**src/rtl/tr_pkg.sv**
```systemverilog
// Shared width defaults and the zero-extension helper for the tr_reg transfer register.
package tr_pkg;

  localparam int TR_DIN_W  = 9;
  localparam int TR_DOUT_W = 18;
  // Widest DOUT_W the helper can extend to.
  localparam int TR_MAX_W  = 64;

  // Clears every bit at or above position w, so that only the low w bits of d survive.
  function automatic logic [TR_MAX_W-1:0] tr_zext(input logic [TR_MAX_W-1:0] d,
                                                  input int unsigned w);
    logic [TR_MAX_W-1:0] r;
    r = d;
    for (int i = 0; i < TR_MAX_W; i++) begin
      if (i >= int'(w)) r[i] = 1'b0;
    end
    return r;
  endfunction

endpackage

```
**src/rtl/tr_reg.sv**
```systemverilog
// Transfer register: write loads tr_q with zero-extended din; read copies tr_q to dout one edge later.
// There is no backpressure, and each write overwrites tr_q. Define TR_BYPASS_EN for write-through when read and write are both set.
module tr_reg
  import tr_pkg::*;
#(
  parameter int DIN_W  = TR_DIN_W,
  parameter int DOUT_W = TR_DOUT_W
) (
  input  logic              clk,
  input  logic              rst_n,
  input  logic              write,
  input  logic              read,
  input  logic [DIN_W-1:0]  din,
  output logic [DOUT_W-1:0] dout
);

  generate
    if (DOUT_W < DIN_W) begin : g_bad_width
      $error("tr_reg: DOUT_W must be >= DIN_W");
    end
    if (DOUT_W > TR_MAX_W) begin : g_too_wide
      $error("tr_reg: DOUT_W exceeds TR_MAX_W");
    end
  endgenerate

  logic [DOUT_W-1:0] tr_q;
  logic [DOUT_W-1:0] din_ext;

  assign din_ext = DOUT_W'(tr_zext(TR_MAX_W'(din), DIN_W));

  always_ff @(posedge clk) begin
    if (!rst_n) begin
      tr_q <= '0;
      dout <= '0;
    end else begin
      if (write) tr_q <= din_ext;
      if (read) begin
`ifdef TR_BYPASS_EN
        dout <= write ? din_ext : tr_q;
`else
        // Read-before-write: on a shared edge, dout gets the value tr_q held before the write.
        dout <= tr_q;
`endif
      end
    end
  end

endmodule

```
**config.mk**
```make
export PLATFORM = sky130hd
export DESIGN_NAME = tr_reg
export DESIGN_NICKNAME = d
export VERILOG_FILES = /design/src/rtl/tr_pkg.sv /design/src/rtl/tr_reg.sv
export SDC_FILE = /design/constraint.sdc
export NUM_CORES = 1
export LEC_CHECK = 0
export CORE_UTILIZATION = 37
export CTS_CLUSTER_DIAMETER = 100
export DETAILED_ROUTE_END_ITERATION = 12
export PLACE_DENSITY = 0.73
export SLEW_MARGIN = 5
export SYNTH_ARGS = -nofsm -noshare
export SYNTH_HDL_FRONTEND = slang
export SYNTH_SLANG_ARGS = --single-unit
```
**constraint.sdc**
```tcl
create_clock -name clk -period 0.8 [get_ports clk]
set_input_delay 0.2 -clock clk [delete_from_list [all_inputs] [get_ports clk]]
set_output_delay 0.2 -clock clk [all_outputs]
set_load 0.01 [all_outputs]
```
# After elaboration in Yosys (flattened, before gate mapping)
# Cells that the tools add are included.
[totals] input_bits=13 register_bits=18 elab_cells=2 out_inout_bits=18

# Logic depth before layout (Yosys ltp)
# Gate-level depths: netlist of the first run.
[logic_depth] ltp_word=0 ltp_mapped=3 mapped_depth_nobuf=2

# Worst setup path after synthesis of the first run
# OpenSTA, ideal clock, no wires.
[synth_path] path_type="input-to-reg" from="in read" to="reg dout[0]" path_slack_ps=134 path_stages=3 arrival_time_ps=550 cell_sequence="buf_6 mux2i_1 nor2b_1"
[synth_lines] element="start: declaration" line_no="tr_reg.sv:12" rtl="input logic read,"
[synth_lines] element="end signal: assignment" line_no="tr_reg.sv:42" rtl="dout <= tr_q;"
[synth_lines] element="end: declaration" line_no="tr_reg.sv:14" rtl="output logic [DOUT_W-1:0] dout"

# Worst setup path after layout of the first run
[layout_path] from="reg dout[2]" to="out dout[2]"
# No word-level cell between the ends.

==> results of run 1 <==
final cells by class:
class,instances,area (um^2),share of cell area (%)
clock buffer,4,36.3,3.46
tap,25,31.3,2.98
multi-input combinational,45,327,31.1
sequential,18,372,35.4
timing repair buffer,27,284,27.1
per-layer routing:
layer	wire length [um]	global-route usage [%]
met5	0	0
met4	19	8.57
met3	83	2.69
met2	554	17.8
met1	589	14.1
per-stage QoR:
stage	instances	hold WS [ns]	utilization [%]
5_1_grt	119	0.497	57.7
3_5_place_dp	115	0.508	54.2
6_report	119	0.479	57.7
4_1_cts	119	0.471	57.7
2_1_floorplan	75	0.328	-
3_3_place_gp	115	0.496	54.2
placed cells by master (no fill, tap or decap):
cell type	netlist	final
conb_1	1	9
mux2i_1	18	18
buf_12	0	1
clkbuf_8	0	1
buf_4	9	3
buf_6	2	11
clkbuf_4	0	3
dfxtp_2	0	9
clkdlybuf4s50_1	0	10
nor2b_1	18	18
dlygate4sd2_1	0	2
dfxtp_1	18	9
path summary, 6_finish.rpt:
kind              startpoint      end  slack, ns  cells past startpoint
setup / recovery     dout[2]  dout[2]      -0.14                      1
setup reg to reg     dout[8]  dout[8]       0.08                      3
hold / removal          read  dout[8]       0.48                      4
hold reg to reg      tr_q[3]  dout[3]       0.53                      2
kinds of logic after synthesis:
group | Yosys count
buffers and inverters | 12
flip-flops | 18
multiplexers | 18
other | 1
AND/OR/NAND/NOR | 18
registers in the layout (all words and copies together), names as in the netlist:
| register | cells |
|---|---|
| tr_q | 9 |
| dout | 9 |
worst min-delay path, cell delays in order:
cell and delay [ns]:
dlygate4sd2_1 0.23, buf_6 0.14, mux2i_1 0.07, nor2b_1 0.09
power by group through the flow:
| stage | Sequential (uW) | Clock (uW) | Combinational [uW] |
|---|---|---|---|
| detailed placement | 980 | 0 | 260 |
| global route | 970 | 597 | 282 |
| finish | 965 | 540 | 261 |
| global placement | 979 | 0 | 258 |
| CTS | 966 | 564 | 265 |
| floorplan | 983 | 0 | 161 |
what timing repair did:
item,CTS,global route
endpoints found under the setup margin,27,9
gates resized for setup,58,0
hold buffers,0,0
==> impl_metrics.env, run 1 <==
export IMPL_fp_dieH_um=47.1
export IMPL_synth_top_family_by_area="multiplexers"
export IMPL_finalPower_uw=1770
export IMPL_firstDrtPassIters=1
export IMPL_setup_violations=9
export IMPL_viasPerCell=4.07
export IMPL_required_ns=0.60
export IMPL_synth_cells=67
export IMPL_synth_xor_area_share_pct=0
export IMPL_drc=0
export IMPL_critPathLaunchType="register"
export IMPL_clkTransAtPathRegs_ns=0.10
export IMPL_cp_top_family="flip-flops"
export IMPL_synth_top_flop_cell="dfxtp_1"
export IMPL_grt_pass1_wl_mm=1.71
export IMPL_fin_crit_ns=0.937
export IMPL_synth_top_area_share_pct=47.9
export IMPL_dieArea_um2=2220
export IMPL_pwr_share_seq_pct=54.6
export IMPL_synth_mux_area_share_pct=24.0
export IMPL_grt_remaining_overflow=0
export IMPL_ys_seq_elements=18
export IMPL_postPlaceCellArea_um2=986
export IMPL_ys_top_cells_by_area="dfxtp_1 48%, mux2i_1 24%, nor2b_1 15%"
export IMPL_finalHoldViolations=0
export IMPL_avgSynthCellArea_um2=11.2
export IMPL_netlist_area_um2=752
export IMPL_nets=108
export IMPL_grt_max_degree=19
export IMPL_final_area_um2=1050
export IMPL_cts_root_buf="clkbuf_4"
export IMPL_synth_compound_area_share_pct=0
export IMPL_grtUsageTotal_pct=11.6
export IMPL_synth_cell_types=7
export IMPL_fill_cells=161
export IMPL_tritoncts="built"
export IMPL_syn_to_final_growth_pct=39.6
export IMPL_port_buffers=21
export IMPL_slew_viol_final=0
export IMPL_combPwrFrac_pct=14.8
export IMPL_cpPeakStageDelay_ns=0.34
export IMPL_die_w_um=47.1
export IMPL_synth_top_area_cell="dfxtp_1"
export IMPL_drtIter0Drc=0
export IMPL_pwr_share_clk_pct=30.6
export IMPL_core_area_um2=1820
export IMPL_rows=15
export IMPL_worst_ep_arrival_time_ns=0.74
export IMPL_drive_above_1_share_pct=29.8
export IMPL_maxCapViolCount=0
export IMPL_fin_skew_ns=0.00242
export IMPL_start_util_pct=41.3
export IMPL_pre_cts_ws_ns=-0.410
export IMPL_synth_fa_ha_area_share_pct=0
export IMPL_min_period_over_period_pct=117
export IMPL_antenna_found_initial=0
export IMPL_cts_buffer_depth=2
export IMPL_gp_congestion=0.759
export IMPL_status="finished, violations left"
export IMPL_cts_setup_buffers=0
export IMPL_hold_class="input pin to register"
export IMPL_hpwl_um=919
export IMPL_cts_sinks=18
export IMPL_synthSimpleGateAreaFrac_pct=15.0
export IMPL_violations="setup timing"
export IMPL_numCtsBuffers=3
export IMPL_finalWirelength_mm=1.25
export IMPL_crit_path_max_fanout=2
export IMPL_ys_warn_count=0
export IMPL_synth_edff_count=0
export IMPL_synth_seq_area_share_pct=47.9
export IMPL_critPathBufInv=1
export IMPL_first_global_vias=418
export IMPL_switching_share_pct=21.9
export IMPL_p_int_uw=1380
export IMPL_rsz0062_at_grt="yes"
export IMPL_synth_common_cells="18 x dfxtp_1, 18 x mux2i_1, 18 x nor2b_1"
export IMPL_diodes=0
export IMPL_fin_ws_ns=-0.137
export IMPL_setup_tns_final_ns=-1.17
export IMPL_synthArstFlopShare_pct=0
export IMPL_clk_latency_ns=0.28
export IMPL_htree_levels=1
export IMPL_end_kind="output pin"
export IMPL_wl_per_cell_um=10.5
export IMPL_p_switching_uw=387
export IMPL_detail_route_antenna_nets=0
export IMPL_peakVddDrop_mv=0.793
export IMPL_path_cells="buf_6"
export IMPL_fmax_ghz=1.07
export IMPL_critical_path_class="register to output pin"
export IMPL_ioPinCount=31
export IMPL_vias=484
export IMPL_power_leakage_uw=0.000474
export IMPL_cpMaxStageDelayCell="dfxtp_2"
export IMPL_p_per_area_nw_per_um2=1680
Power figures use the tool's default switching activity.
==> run 2, diff against run 1 <==
--- a/config.mk
+++ b/config.mk
@@ -5,9 +5,11 @@
 export SDC_FILE = /design/constraint.sdc
 export NUM_CORES = 1
 export LEC_CHECK = 0
+export CAP_MARGIN = 10
 export CORE_UTILIZATION = 37
 export CTS_CLUSTER_DIAMETER = 100
 export DETAILED_ROUTE_END_ITERATION = 12
+export HOLD_SLACK_MARGIN = 0.06
 export PLACE_DENSITY = 0.73
 export SLEW_MARGIN = 5
 export SYNTH_ARGS = -nofsm -noshare
==> results of run 2 <==
Final layout, timing and power as in run 1 (identical DEF).
==> run 3, diff against run 2 <==
--- a/config.mk
+++ b/config.mk
@@ -10,7 +10,7 @@
 export CTS_CLUSTER_DIAMETER = 100
 export DETAILED_ROUTE_END_ITERATION = 12
 export HOLD_SLACK_MARGIN = 0.06
-export PLACE_DENSITY = 0.73
+export PLACE_DENSITY = 0.78
 export SLEW_MARGIN = 5
 export SYNTH_ARGS = -nofsm -noshare
 export SYNTH_HDL_FRONTEND = slang
==> run 3 against run 2 <==
Compared with the run above: flip-flop and latch count is the same; sequential power is essentially flat; cell area grew 2.9%; via count grew 1.9%; largest power group unchanged; register-to-register slack is essentially flat; the flow still finishes with violations (setup timing); die area is the same; clock-buffer cell count shrank 1; largest cell class unchanged.
==> impl_metrics.env, run 3 (same netlist as run 1, synthesis figures left out) <==
export IMPL_ioPinCount=31
export IMPL_final_common_cell="nor2b_1"
export IMPL_path_cells="buf_6"
export IMPL_grt_remaining_overflow=0
export IMPL_place_inst=114
export IMPL_critPathLaunchType="register"
export IMPL_diodes=0
export IMPL_fin_crit_ns=0.924
export IMPL_drive_above_1_share_pct=31.9
export IMPL_cpMaxStageDelayCell="dfxtp_2"
export IMPL_peakVddDrop_mv=0.746
export IMPL_dieArea_um2=2220
export IMPL_p_per_area_nw_per_um2=1540
export IMPL_fmax_ghz=1.08
export IMPL_holdBufCountCts=0
export IMPL_rr_worst_depth=3
export IMPL_crit_start="dout[4]"
export IMPL_required_ns=0.60
export IMPL_vias=493
export IMPL_cp_top_family="flip-flops"
export IMPL_final_cells=119
export IMPL_violations="setup timing"
export IMPL_min_period_over_period_pct=116
export IMPL_hold_class="input pin to register"
export IMPL_worst_ep_arrival_time_ns=0.72
export IMPL_drc=0
export IMPL_hpwl_um=860
export IMPL_finalHoldViolations=0
export IMPL_nets=109
export IMPL_multi_input_area_um2=330
export IMPL_setup_violations=9
export IMPL_cts_root_buf="clkbuf_4"
export IMPL_clkTransAtPathRegs_ns=0.09
export IMPL_status="finished, violations left"
export IMPL_drtIter0Drc=2
export IMPL_grtUsageTotal_pct=13.2
export IMPL_min_from="rst_n"
export IMPL_tritoncts="built"
export IMPL_slew_viol_final=0
export IMPL_fin_skew_ns=0.00406
export IMPL_fill_cells=156
export IMPL_rsz0062_at_grt="yes"
export IMPL_finish_utilization_pct=59.3
export IMPL_maxCapViolCount=0
export IMPL_cp_num_cells=1
export IMPL_detail_route_antenna_nets=0
export IMPL_gp_congestion=0.633
export IMPL_cts_buffer_depth=2
export IMPL_fp_dieH_um=47.1
export IMPL_grt_pass1_wl_mm=1.92
export IMPL_viasPerCell=4.14
export IMPL_start_util_pct=41.3
export IMPL_crit_path_max_fanout=2
export IMPL_wl_per_cell_um=10.5
export IMPL_syn_to_final_growth_pct=43.6
export IMPL_antenna_found_initial=0
export IMPL_seqCellArea_um2=372
export IMPL_critical_path_class="register to output pin"
export IMPL_end_kind="output pin"
export IMPL_reg_top3="dout: 9 flops, tr_q: 9 flops"
export IMPL_grt_max_degree=19
export IMPL_critPathBufInv=1
export IMPL_numCtsBuffers=3
export IMPL_core_area_um2=1820
export IMPL_cts_sinks=18
export IMPL_port_buffers=21
export IMPL_htree_levels=1
export IMPL_cpPeakStageDelay_ns=0.34
export IMPL_holdPathStages=3
export IMPL_die_w_um=47.1
export IMPL_power_leakage_uw=0.000496
export IMPL_most_common_layout_cells="18 x nor2b_1, 17 x mux2i_1, 10 x buf_6"
export IMPL_fin_ws_ns=-0.124
export IMPL_finalWirelength_mm=1.25
export IMPL_reg2reg_from="dout[3]"
export IMPL_clk_latency_ns=0.28
export IMPL_first_global_vias=455
export IMPL_firstDrtPassIters=2
export IMPL_rows=15
[run 3: power breakdown]
| group | internal [uW] | switching (uW) |
|---|---|---|
| Combinational | 185 | 104 |
| Sequential | 941 | 23.3 |
| Clock | 174 | 233 |
[run 3: layer usage]
| metal | routed length, um | part of all wire, % | vias up | track usage, % |
|---|---|---|---|---|
| met3 | 71 | 5.7 | 2 | 2.69 |
| met2 | 594 | 47 | 17 | 21.9 |
| met5 | 0 | 0 | - | 0 |
| met1 | 570 | 46 | 219 | 14.6 |
| li1 | - | - | 255 | - |
| met4 | 15 | 1.2 | 0 | 10.3 |
[run 3: worst paths after layout]
kind / end / slack [ns]
max: dout[4] / -0.12
min: tr_q[8] / 0.36
max reg2reg: dout[3] / 0.08
min reg2reg: dout[8] / 0.52
[run 3: final cells by class]
class	count	area share (%)
Sequential cell	18	34.4
Multi-Input combinational cell	45	30.6
Tap cell	25	2.90
Clock buffer	3	2.09
Timing Repair Buffer	28	30.0
[run 3: through the flow]
stage	total power [uW]	TNS, ns	area, um^2	setup slack (ns)	hold slack [ns]
floorplan	1140	0	782	0.134	0.328
global placement	1240	-9.35	991	-0.416	0.497
detailed placement	1240	-9.57	991	-0.437	0.507
CTS	1690	-1.21	1070	-0.142	0.486
global route	1750	-1.35	1080	-0.156	0.368
finish	1660	-1.06	1080	-0.124	0.363
[run 3: repair_timing]
item / 4_1_cts / 5_1_grt
cloned: 1 / 0
gates resized for setup: 57 / 4
hold endpoints to repair: 0 / 0
setup buffers: 0 / 1
setup endpoints to repair: 27 / 18
